`config.mk`:
```
export PLATFORM = sky130hd
export DESIGN_NAME = bi_piso_flat
export DESIGN_NICKNAME = d
export VERILOG_FILES = /design/src/rtl/bi_piso_pkg.sv /design/src/rtl/bi_piso_if.sv /design/src/rtl/bi_bit_cnt.sv /design/src/rtl/bi_piso.sv /design/src/flat_wrapper.sv
export SDC_FILE = /design/constraint.sdc
export NUM_CORES = 1
export LEC_CHECK = 0
export CAP_MARGIN = 20
export CORE_UTILIZATION = 50
export CTS_BUF_LIST = sky130_fd_sc_hd__clkbuf_4 sky130_fd_sc_hd__clkbuf_8 sky130_fd_sc_hd__clkbuf_16
export DETAILED_ROUTE_END_ITERATION = 6
export GPL_TIMING_DRIVEN = 0
export PLACE_DENSITY = 0.81
export SKIP_CTS_REPAIR_TIMING = 1
export SKIP_LAST_GASP = 1
export SYNTH_ARGS = -nofsm -noshare
export SYNTH_HDL_FRONTEND = slang
export SYNTH_SLANG_ARGS = --single-unit
```
`constraint.sdc`:
```
create_clock -name clk -period 2.2 [get_ports clk]
set_input_delay 0.55 -clock clk [delete_from_list [all_inputs] [get_ports clk]]
set_output_delay 0.55 -clock clk [all_outputs]
set_load 0.03 [all_outputs]
```
`src/rtl/bi_piso_pkg.sv`:
```
`default_nettype none
// ============================================================================
// Package     : bi_piso_pkg
// Description : Shared FSM and bit-order encodings for the bi shift-register family.
// Revision    : 1.0 - initial release
// ============================================================================
package bi_piso_pkg;

    localparam logic [0:0] ST_IDLE  = 1'b0;
    localparam logic [0:0] ST_SHIFT = 1'b1;

    localparam logic DIR_MSB_FIRST = 1'b0;
    localparam logic DIR_LSB_FIRST = 1'b1;

    // Bit-counter width; never narrower than one bit.
    function automatic int cnt_width(input int msb);
        return (msb > 2) ? $clog2(msb) : 1;
    endfunction

endpackage
`default_nettype wire

```
`src/rtl/bi_piso_if.sv`:
```
`default_nettype none
// ============================================================================
// Interface   : bi_piso_if
// Description : Load handshake, shift control and serial output of bi_piso.
// Revision    : 1.0 - initial release
// ============================================================================
interface bi_piso_if #(
    parameter int MSB = 16
) ();

    logic           en;
    logic           dir;
    logic           load_valid;
    logic           load_ready;
    logic [MSB-1:0] din;
    logic           sout;
    logic           sout_valid;
    logic           last;
    logic           busy;

    modport master (
        output en, dir, load_valid, din,
        input  load_ready, sout, sout_valid, last, busy
    );

    modport slave (
        input  en, dir, load_valid, din,
        output load_ready, sout, sout_valid, last, busy
    );

endinterface
`default_nettype wire

```
`src/rtl/bi_bit_cnt.sv`:
```
`default_nettype none
// ============================================================================
// Module      : bi_bit_cnt
// Description : Bit-position counter for one word, with final-bit compare.
// Revision    : 1.0 - initial release
// ============================================================================
module bi_bit_cnt
    import bi_piso_pkg::*;
#(
    parameter int MSB = 16,
    localparam int CW = cnt_width(MSB)
) (
    input  wire logic          clk,
    input  wire logic          rst,
    input  wire logic          clr,
    input  wire logic          inc,
    output logic [CW-1:0]      cnt,
    output logic               is_last
);

    localparam logic [CW-1:0] C_LAST_IDX = CW'(MSB - 1);

    // Saturates at the final index so a non-power-of-2 width never wraps.
    always_ff @(posedge clk) begin
        if (rst) begin
            cnt <= '0;
        end else if (clr) begin
            cnt <= '0;
        end else if (inc && !is_last) begin
            cnt <= cnt + CW'(1);
        end
    end

    assign is_last = (cnt == C_LAST_IDX);

endmodule
`default_nettype wire

```
`src/rtl/bi_piso.sv`:
```
`default_nettype none
// ============================================================================
// Module      : bi_piso
// Description : Parallel-in, serial-out bidirectional shift register (bi transmitter).
// Revision    : 1.0 - initial release
// ============================================================================
module bi_piso
    import bi_piso_pkg::*;
#(
    parameter int MSB = 16
) (
    input  wire logic clk,
    input  wire logic rst,
    bi_piso_if.slave  bus
);

    localparam int CW = cnt_width(MSB);

    logic [0:0]     r_state;
    logic [MSB-1:0] r_shreg;
    logic           r_dir;

    logic [CW-1:0]  w_cnt_unused;
    logic           w_last;
    logic           w_in_shift;
    logic           w_ready;
    logic           w_accept;
    logic           w_advance;
    logic           w_busy;

    assign w_in_shift = (r_state == ST_SHIFT);
    // Ready during the final enabled bit lets the next word follow with no bubble.
    assign w_ready    = ~rst & (~w_in_shift | (w_last & bus.en));
    assign w_accept   = bus.load_valid & w_ready;
    assign w_advance  = w_in_shift & bus.en & ~w_last;
    assign w_busy     = w_in_shift & ~rst;

    bi_bit_cnt #(
        .MSB (MSB)
    ) u_bit_cnt (
        .clk     (clk),
        .rst     (rst),
        .clr     (w_accept),
        .inc     (w_advance),
        .cnt     (w_cnt_unused),
        .is_last (w_last)
    );

    always_ff @(posedge clk) begin
        if (rst) begin
            r_state <= ST_IDLE;
            r_shreg <= '0;
            r_dir   <= DIR_MSB_FIRST;
        end else if (w_accept) begin
            r_state <= ST_SHIFT;
            r_shreg <= bus.din;
            r_dir   <= bus.dir;
        end else if (w_advance) begin
            if (r_dir == DIR_MSB_FIRST) begin
                r_shreg <= r_shreg << 1;
            end else begin
                r_shreg <= r_shreg >> 1;
            end
        end else if (w_in_shift && bus.en) begin
            r_state <= ST_IDLE;
        end
    end

    assign bus.load_ready = w_ready;
    assign bus.busy       = w_busy;
    assign bus.sout_valid = w_busy;
    assign bus.last       = w_busy & w_last;
    assign bus.sout       = w_busy & ((r_dir == DIR_LSB_FIRST) ? r_shreg[0] : r_shreg[MSB-1]);

endmodule
`default_nettype wire
```
`src/flat_wrapper.sv`:
```
// flat-port wrapper written by rule: the top's interface ports become plain ports
module bi_piso_flat import bi_piso_pkg::*;
#(
    parameter int MSB = 16
)
  (clk, rst, bus_en, bus_dir, bus_load_valid, bus_din, bus_load_ready, bus_sout, bus_sout_valid, bus_last, bus_busy);
  bi_piso_if #(.MSB(MSB)) bus_i ();
  input  wire logic clk;
  input  wire logic rst;
  input wire logic [$bits(bus_i.en)-1:0] bus_en;
  input wire logic [$bits(bus_i.dir)-1:0] bus_dir;
  input wire logic [$bits(bus_i.load_valid)-1:0] bus_load_valid;
  input wire logic [$bits(bus_i.din)-1:0] bus_din;
  output wire logic [$bits(bus_i.load_ready)-1:0] bus_load_ready;
  output wire logic [$bits(bus_i.sout)-1:0] bus_sout;
  output wire logic [$bits(bus_i.sout_valid)-1:0] bus_sout_valid;
  output wire logic [$bits(bus_i.last)-1:0] bus_last;
  output wire logic [$bits(bus_i.busy)-1:0] bus_busy;
  assign bus_i.en = bus_en;
  assign bus_i.dir = bus_dir;
  assign bus_i.load_valid = bus_load_valid;
  assign bus_i.din = bus_din;
  assign bus_load_ready = bus_i.load_ready;
  assign bus_sout = bus_i.sout;
  assign bus_sout_valid = bus_i.sout_valid;
  assign bus_last = bus_i.last;
  assign bus_busy = bus_i.busy;
  bi_piso #(.MSB(MSB)) u_core (.clk(clk), .rst(rst), .bus(bus_i));
endmodule
```
After elaboration in Yosys (flattened, before gate mapping)
Cells that the tools add are included.

Register bits after elaboration: 22. Output and inout port bits: 5. Logic and storage cells: 33. Bits of input ports: 21.

Bitwise logic cells: 12. Reduce and logical (&&, ||, !) cells: 7. Add/sub/neg operators: 1. Equal/unequal tests: 2. Muxes and demuxes: 7.

Operators by type and width (count): two-way mux 16 bit (3); bitwise AND 1 bit (8); adder 4 x 1 -> 4 bit, second input constant (1); equality test 4 bit, second input constant (1); two-way mux 1 bit (4); nonzero test 2 bit (2); inverter 1 bit (3); logical AND 1 bit (2); != test 2 bit, second input constant (1); AND reduction 2 bit (1); OR reduction 2 bit (1); logical NOT 1 bit (1); OR 1 bit (1).

Depth between registers and ports, before layout
Gate-level depths: netlist of the first run.

Depth in word-level cells: 7. Depth in mapped cells: 7. Mapped depth without buffers: 5.

Modules after synthesis
From an unflattened synthesis of the first run, not the netlist that was laid out.

Cells, all modules: 146. Area, all modules: 1192.4 um^2.

Modules (own cells, without submodules): bi_piso (times used 1, sequential area each 360.3 um^2, area an instance 980.9 um^2, cells an instance 124); bi_bit_cnt (times used 1, sequential area each 80.1 um^2, area an instance 211.5 um^2, cells an instance 22).

Worst setup path before layout of the first run
Ideal clock, no wire load.

Kind: input to output. From: input port rst. To: output port bus_sout_valid. Data required time: 1.650 ns. Stages: 4. Data arrival time: 1.321 ns. Buffers on the path: 2. Setup slack: 0.329 ns. Cell sequence: clkbuf_1 -> nand2b_1 -> inv_1 -> buf_4.

Longest elaborated chain between the ends: 2.

RTL lines: start, declared (line flat_wrapper.sv:9) `input wire logic rst;`; inverter 1 bit (line bi_piso.sv:36) `assign w_busy = w_in_shift & ~rst;`; bitwise AND 1 bit (line bi_piso.sv:36); end, declared (line flat_wrapper.sv:16) `output wire logic [$bits(bus_i.sout_valid)-1:0] bus_sout_valid;`.

Every way passes these cells.

Worst setup path in the final report of the first run
Same ends and word-level chain as after synthesis.

==> flow_summary.toml, run 1 <==
[run_status]
status = "complete, but fails checks"
violations = "negative setup slack"

[placed_design]
place_area_mm2 = 0.00156
portBuffers = 25
gp_congestion = 0.822
dp_hpwl_um = 2060

[clock_tree]
htreeDepth = 1
numCtsBuffers = 3
cts.clk_slew.worst_paths_ns = 0.12
cts_root_buf = "clkbuf_4"
cts_buffer_depth = 2
tritoncts = "yes"
cts_sinks = 22
clk_latency_ns = 0.32

[global_routing]
grt_pass1_wl_um = 4740
grt_pass1_vias = 1080
grt_start_max_net_pins = 13
grt_usage_pct = 23.8
antenna_found_initial = 0
grt_remaining_overflow = 0

[run]
maxCapViolations = 0

[yosys]
synth_top_area_share_pct = 34.5
async_flop_share_pct = 0
synth.most_common_cell = "dfxtp_1"
synth_common_cells = "dfxtp_1, a21oi_1, mux2i_1, nand2b_1, nor3_1"
ys_types = 32
synth_cells = 147
yosysWarnings = 0
syn_area_per_cell_um2 = 8.68
ys_seq_elements = 22
synth_fp_nets = 169
syn-cell-area_mm2 = 0.00128
synth.area.top_cells = "dfxtp_1, mux2i_1, a21oi_1, nand2b_1, o22ai_1"
synth_area_leader_cell = "dfxtp_1"
synth-seq-area-share_pct = 34.5
postSynth.topFlopCell = "dfxtp_1"
synth_edf_count = 0

[sta]
clock_skew_ns = 0.00754
rsz0062_at_grt = "yes"
finalCritPeriodShare_pct = 100
setup_viol = 1
max_slew_margin_pct = 73.6
report.final.slew_viol_count = 0
fin_crit_ns = 2.21
tns_ns = -0.00782
hold_viol = 0
timing.fmax_mhz = 453
tightest_slew_ns = 0.396
setup_ws_ns = -0.00782

[route]
routed_wirelength_um = 2900
ant_nets = 0
vias_per_cell = 5.76
vias = 1186
wl_per_cell_um = 14.1
drt-initial-drc-count = 21
dr.pass1.iters = 4
post-route-drc-count = 0

[power]
leakage_nw = 0.585
irDropWorstVdd_uv = 355
p_per_area_mw_per_mm2 = 534

[cells_and_area]
final_area_mm2 = 0.00161
num-nets-final = 201
insertedDiodeCount = 0
area_growth_pct = 25.8
fillerInstances = 198
drive_above_1_share_pct = 18.5

[worst_setup_path]
start_kind = "primary input"
reg2reg_slack_ns = 0.59
cp.required_ns = 1.65
endpoint_kind = "output port"
critPathMaxFanout = 4
crit_type = "primary input to output port"
cp.arrival_ns = 1.66

[floorplanning]
coreArea_mm2 = 0.00232
die_area_mm2 = 0.00276
dieHeight_um = 52.5
num_rows = 17
dieWidth_um = 52.5
start_util_pct = 55.0
pin_count = 26

[worst_hold_path]
hold_class = "flop to flop"
==> per-layer routing <==
metal | track usage [%] | vias up | wire length (um)
met2 | 39.0 | 38 | 1350
met4 | 14.5 | 0 | 85
met5 | 0 | - | 0
met3 | 3.48 | 9 | 143
met1 | 29.0 | 546 | 1320
li1 | - | 593 | -
==> worst paths after layout <==
kind                                             start                                    to  depth (start not counted)
setup / recovery                                   rst                        bus_sout_valid                          6
hold / removal    u_core.u_bit_cnt.cnt[1]$_SDFFE_PP0P_  u_core.u_bit_cnt.cnt[1]$_SDFFE_PP0P_                          2
hold reg to reg   u_core.u_bit_cnt.cnt[1]$_SDFFE_PP0P_  u_core.u_bit_cnt.cnt[1]$_SDFFE_PP0P_                          2
setup reg to reg  u_core.u_bit_cnt.cnt[0]$_SDFFE_PP0P_        u_core.r_shreg[1]$_SDFFE_PP0P_                          7
==> report_power, final <==
group          leakage [nW]  total (mW)  internal [mW]  switching [mW]
Combinational         0.384       0.189          0.100          0.0889
Clock                0.0210       0.231          0.101           0.129
Sequential            0.180       0.438          0.422          0.0167
==> layout make-up <==
cell class                 count  area, um2  area share [%]
tap                           28       35.0            2.18
inverter                       1       3.75           0.234
buffer                        14        128            7.95
clock buffer                   4       36.3            2.26
timing repair buffer          27        243            15.1
sequential                    22        440            27.4
multi-input combinational    110        719            44.8
==> metrics by stage <==
step	cells	hold WS [ns]	power, mW	worst slack [ns]	util (%)
final	206	0.481	0.858	-0.00782	69.2
after detailed placement	200	0.468	0.632	-0.749	67.4
after global placement	200	0.462	0.627	-0.704	67.4
after global routing	206	0.526	0.901	-0.0562	69.2
after CTS	204	0.485	0.862	-0.766	68.9
after floorplan	147	0.450	0.562	0.329	-
==> critical path, stage by stage <==
cell and delay [ns]:
clkdlybuf4s50_1 0.51, buf_6 0.13, nand2b_4 0.12, inv_1 0.05
buf_4 0.12, buf_2 0.16
==> registers in the layout, summed over array words and instances (netlist names) <==
signal / count
u_core.u_bit_cnt.cnt: 4
u_core.r_state: 1
u_core.r_shreg: 16
u_core.r_dir: 1
==> layout by cell type (no fill, tap or decap), types with 2 or more instances in the layout <==
master	instances
dfxtp_1	22
a21oi_1	19
clkdlybuf4s50_1	19
mux2i_1	14
nor3_1	14
nand2b_1	13
o22ai_1	13
nor2_1	8
nand2_1	6
buf_2	5
buf_6	5
buf_4	5
nand3_1	3
clkbuf_4	3
clkbuf_2	3
buf_8	2
a311oi_1	2
xnor2_1	2
==> cell families (layout without fill, tap and decap cells) <==
| family | count (synthesis) | after routing | synth area share, % |
|---|---|---|---|
| AND/OR/NAND/NOR | 53 | 53 | 23.3 |
| adder cells (fa/ha/maj) | 1 | 1 | 0.980 |
| AO/OA/AOI/OAI | 39 | 39 | 18.2 |
| XOR/XNOR | 2 | 2 | 1.37 |
| flip-flops | 22 | 22 | 34.5 |
| multiplexers | 15 | 15 | 11.9 |
| buffers and inverters | 15 | 46 | 9.71 |
Power figures use the tool's default switching activity.
==> run 2, diff against run 1 <==
- CELL_PAD_IN_SITES_DETAIL_PLACEMENT: default -> 0
- CELL_PAD_IN_SITES_GLOBAL_PLACEMENT: default -> 1
- CORE_UTILIZATION: 50 -> 40
- CTS_BUF_LIST: sky130_fd_sc_hd__clkbuf_4 sky130_fd_sc_hd__clkbuf_8 sky130_fd_sc_hd__clkbuf_16 -> sky130_fd_sc_hd__clkbuf_16
- PLACE_DENSITY: 0.81 -> 0.86
- SETUP_SLACK_MARGIN: default -> 0.02
==> run 2 against run 1 <==
Critical path type is now flop to output port. Worst setup slack better by 0.22 ns. Non-clock buffer count fell by 2. Largest cell class unchanged. The run now ends clean. Count of clock-buffer cells in the layout shrank 1. Global-route usage shrank 4.8 points. Register-to-register slack gained 0.02 ns. Die area rose by 24%. Hold slack better by 0.0052 ns. Critical path depth is 2 lower. Sequential share of layout area down 1.4 points.
==> flow_summary.toml, run 2 (synthesis gave the netlist of run 1 again) <==
[sta]
setup_ws_ns = 0.217
clock_skew_ns = 0.00397
hold_viol = 0
finalCritPeriodShare_pct = 90.1
report.final.slew_viol_count = 0
rsz0062_at_grt = "no"
fin_crit_ns = 1.98
hold_slack_ns = 0.486
tightest_slew_ns = 0.356
tns_ns = 0
setup_viol = 0
max_slew_margin_pct = 76.2
timing.fmax_mhz = 504

[cells_and_area]
fillerInstances = 293
final_area_mm2 = 0.00169
final_common_cell = "dfxtp_1"
drive_above_1_share_pct = 17.0
insertedDiodeCount = 0
final_util_pct = 56.0
multiInputGateArea_um2 = 719
mostFrequentLayoutCells = "dfxtp_1, a21oi_1, clkdlybuf4s50_1"
fin_cells = 220
largest_register_ffs = 16
regArea_um2 = 440
num-nets-final = 199
top_register = "u_core.r_shreg"
area_growth_pct = 32.7
reg_top3 = "u_core.r_shreg x16, u_core.u_bit_cnt.cnt x4"

[route]
wl_per_cell_um = 12.9
dr.pass1.iters = 4
routed_wirelength_um = 2850
drt-initial-drc-count = 36
vias = 1165
ant_nets = 0
post-route-drc-count = 0
vias_per_cell = 5.30

[worst_setup_path]
cp.required_ns = 1.65
endpoint_kind = "output port"
cp.arrival_ns = 1.43
crit_path_max_incr_delay_ns = 0.37
critPathMaxFanout = 5
start_kind = "flop"
cp_num_buf_inv = 1
crit_type = "flop to output port"
path_cells = "ha_1 > nand3_1 > nor2_1 > dlymetal6s2s_1"
crit_slowest_cell = "dfxtp_1"
crit_family = "flip-flops"

[clock_tree]
numCtsBuffers = 3
cts_root_buf = "clkbuf_16"
tritoncts = "yes"
cts_buffer_depth = 2
cts.clk_slew.worst_paths_ns = 0.06
clk_latency_ns = 0.26
htreeDepth = 1
cts_sinks = 22

[placed_design]
post-place-ws_ns = -0.699
gp_congestion = 0.757
place_area_mm2 = 0.00158
portBuffers = 25
placed_cells = 216
dp_hpwl_um = 2090

[run]
maxCapViolations = 0

[floorplanning]
dieWidth_um = 58.5
die_area_mm2 = 0.00342
num_rows = 20
start_util_pct = 42.1
pin_count = 26
coreArea_mm2 = 0.00303
dieHeight_um = 58.5

[global_routing]
grt_remaining_overflow = 0
grt_pass1_wl_um = 4800
grt_util_met1_pct = 23.0
grt_start_max_net_pins = 14
top_usage_layer = "met2"
met3_usage_pct = 4.18
antenna_found_initial = 0
grt_pass1_vias = 1060
met2_usage_pct = 32.3
grt_usage_pct = 19.0

[run_status]
status = "finished, final reports clean"

[power]
fin_total_pwr_mw = 1.14
p_per_area_mw_per_mm2 = 673
irDropWorstVdd_uv = 303
leakage_nw = 0.633

[worst_hold_path]
hold_class = "flop to flop"
run 2: changes by cell type in the layout (fill, tap and decap cells not counted), sizes merged:
cell           delta
clkbuf            -1
clkdlybuf4s50     -1
dlymetal6s2s      +2
buf               -3
bufinv            +1
run 2: cell type report:
type / count / share of cell area, %
Buffer: 14 / 7.53
Clock buffer: 3 / 4.43
Clock inverter: 1 / 1.77
Inverter: 1 / 0.222
Multi-Input combinational cell: 110 / 42.5
Sequential cell: 22 / 26.0
Tap cell: 44 / 3.25
Timing Repair Buffer: 25 / 14.3
run 2: per-layer routing:
metal	vias to the layer above	share of wire, %
li1	593	-
met1	542	45
met3	5	4.2
met5	-	0
met2	25	50
met4	0	1.7
run 2: power by group:
group	switching (mW)	leakage, nW	internal, mW
combinational	0.0862	0.401	0.0984
clock	0.154	0.0511	0.362
sequential	0.0177	0.180	0.422
total	0.258	0.633	0.882
run 2: path summary, 6_finish.rpt:
path	start	endpoint	slack, ns	depth (start not counted)
worst min-delay path	u_core.u_bit_cnt.cnt[1]$_SDFFE_PP0P_	u_core.u_bit_cnt.cnt[1]$_SDFFE_PP0P_	0.49	2
worst min register to register	u_core.u_bit_cnt.cnt[1]$_SDFFE_PP0P_	u_core.u_bit_cnt.cnt[1]$_SDFFE_PP0P_	0.49	2
worst max register to register	u_core.u_bit_cnt.cnt[0]$_SDFFE_PP0P_	u_core.r_shreg[1]$_SDFFE_PP0P_	0.61	7
worst max-delay path	u_core.u_bit_cnt.cnt[0]$_SDFFE_PP0P_	bus_last	0.22	4
run 2: worst register-to-register path, stage by stage, from the launching register on:
cell and delay (ns):
dfxtp_1 0.37, ha_1 0.25, nand4_2 0.16, a21bo_2 0.27, nand2b_2 0.07, buf_6 0.13
buf_8 0.13, o22ai_1 0.09
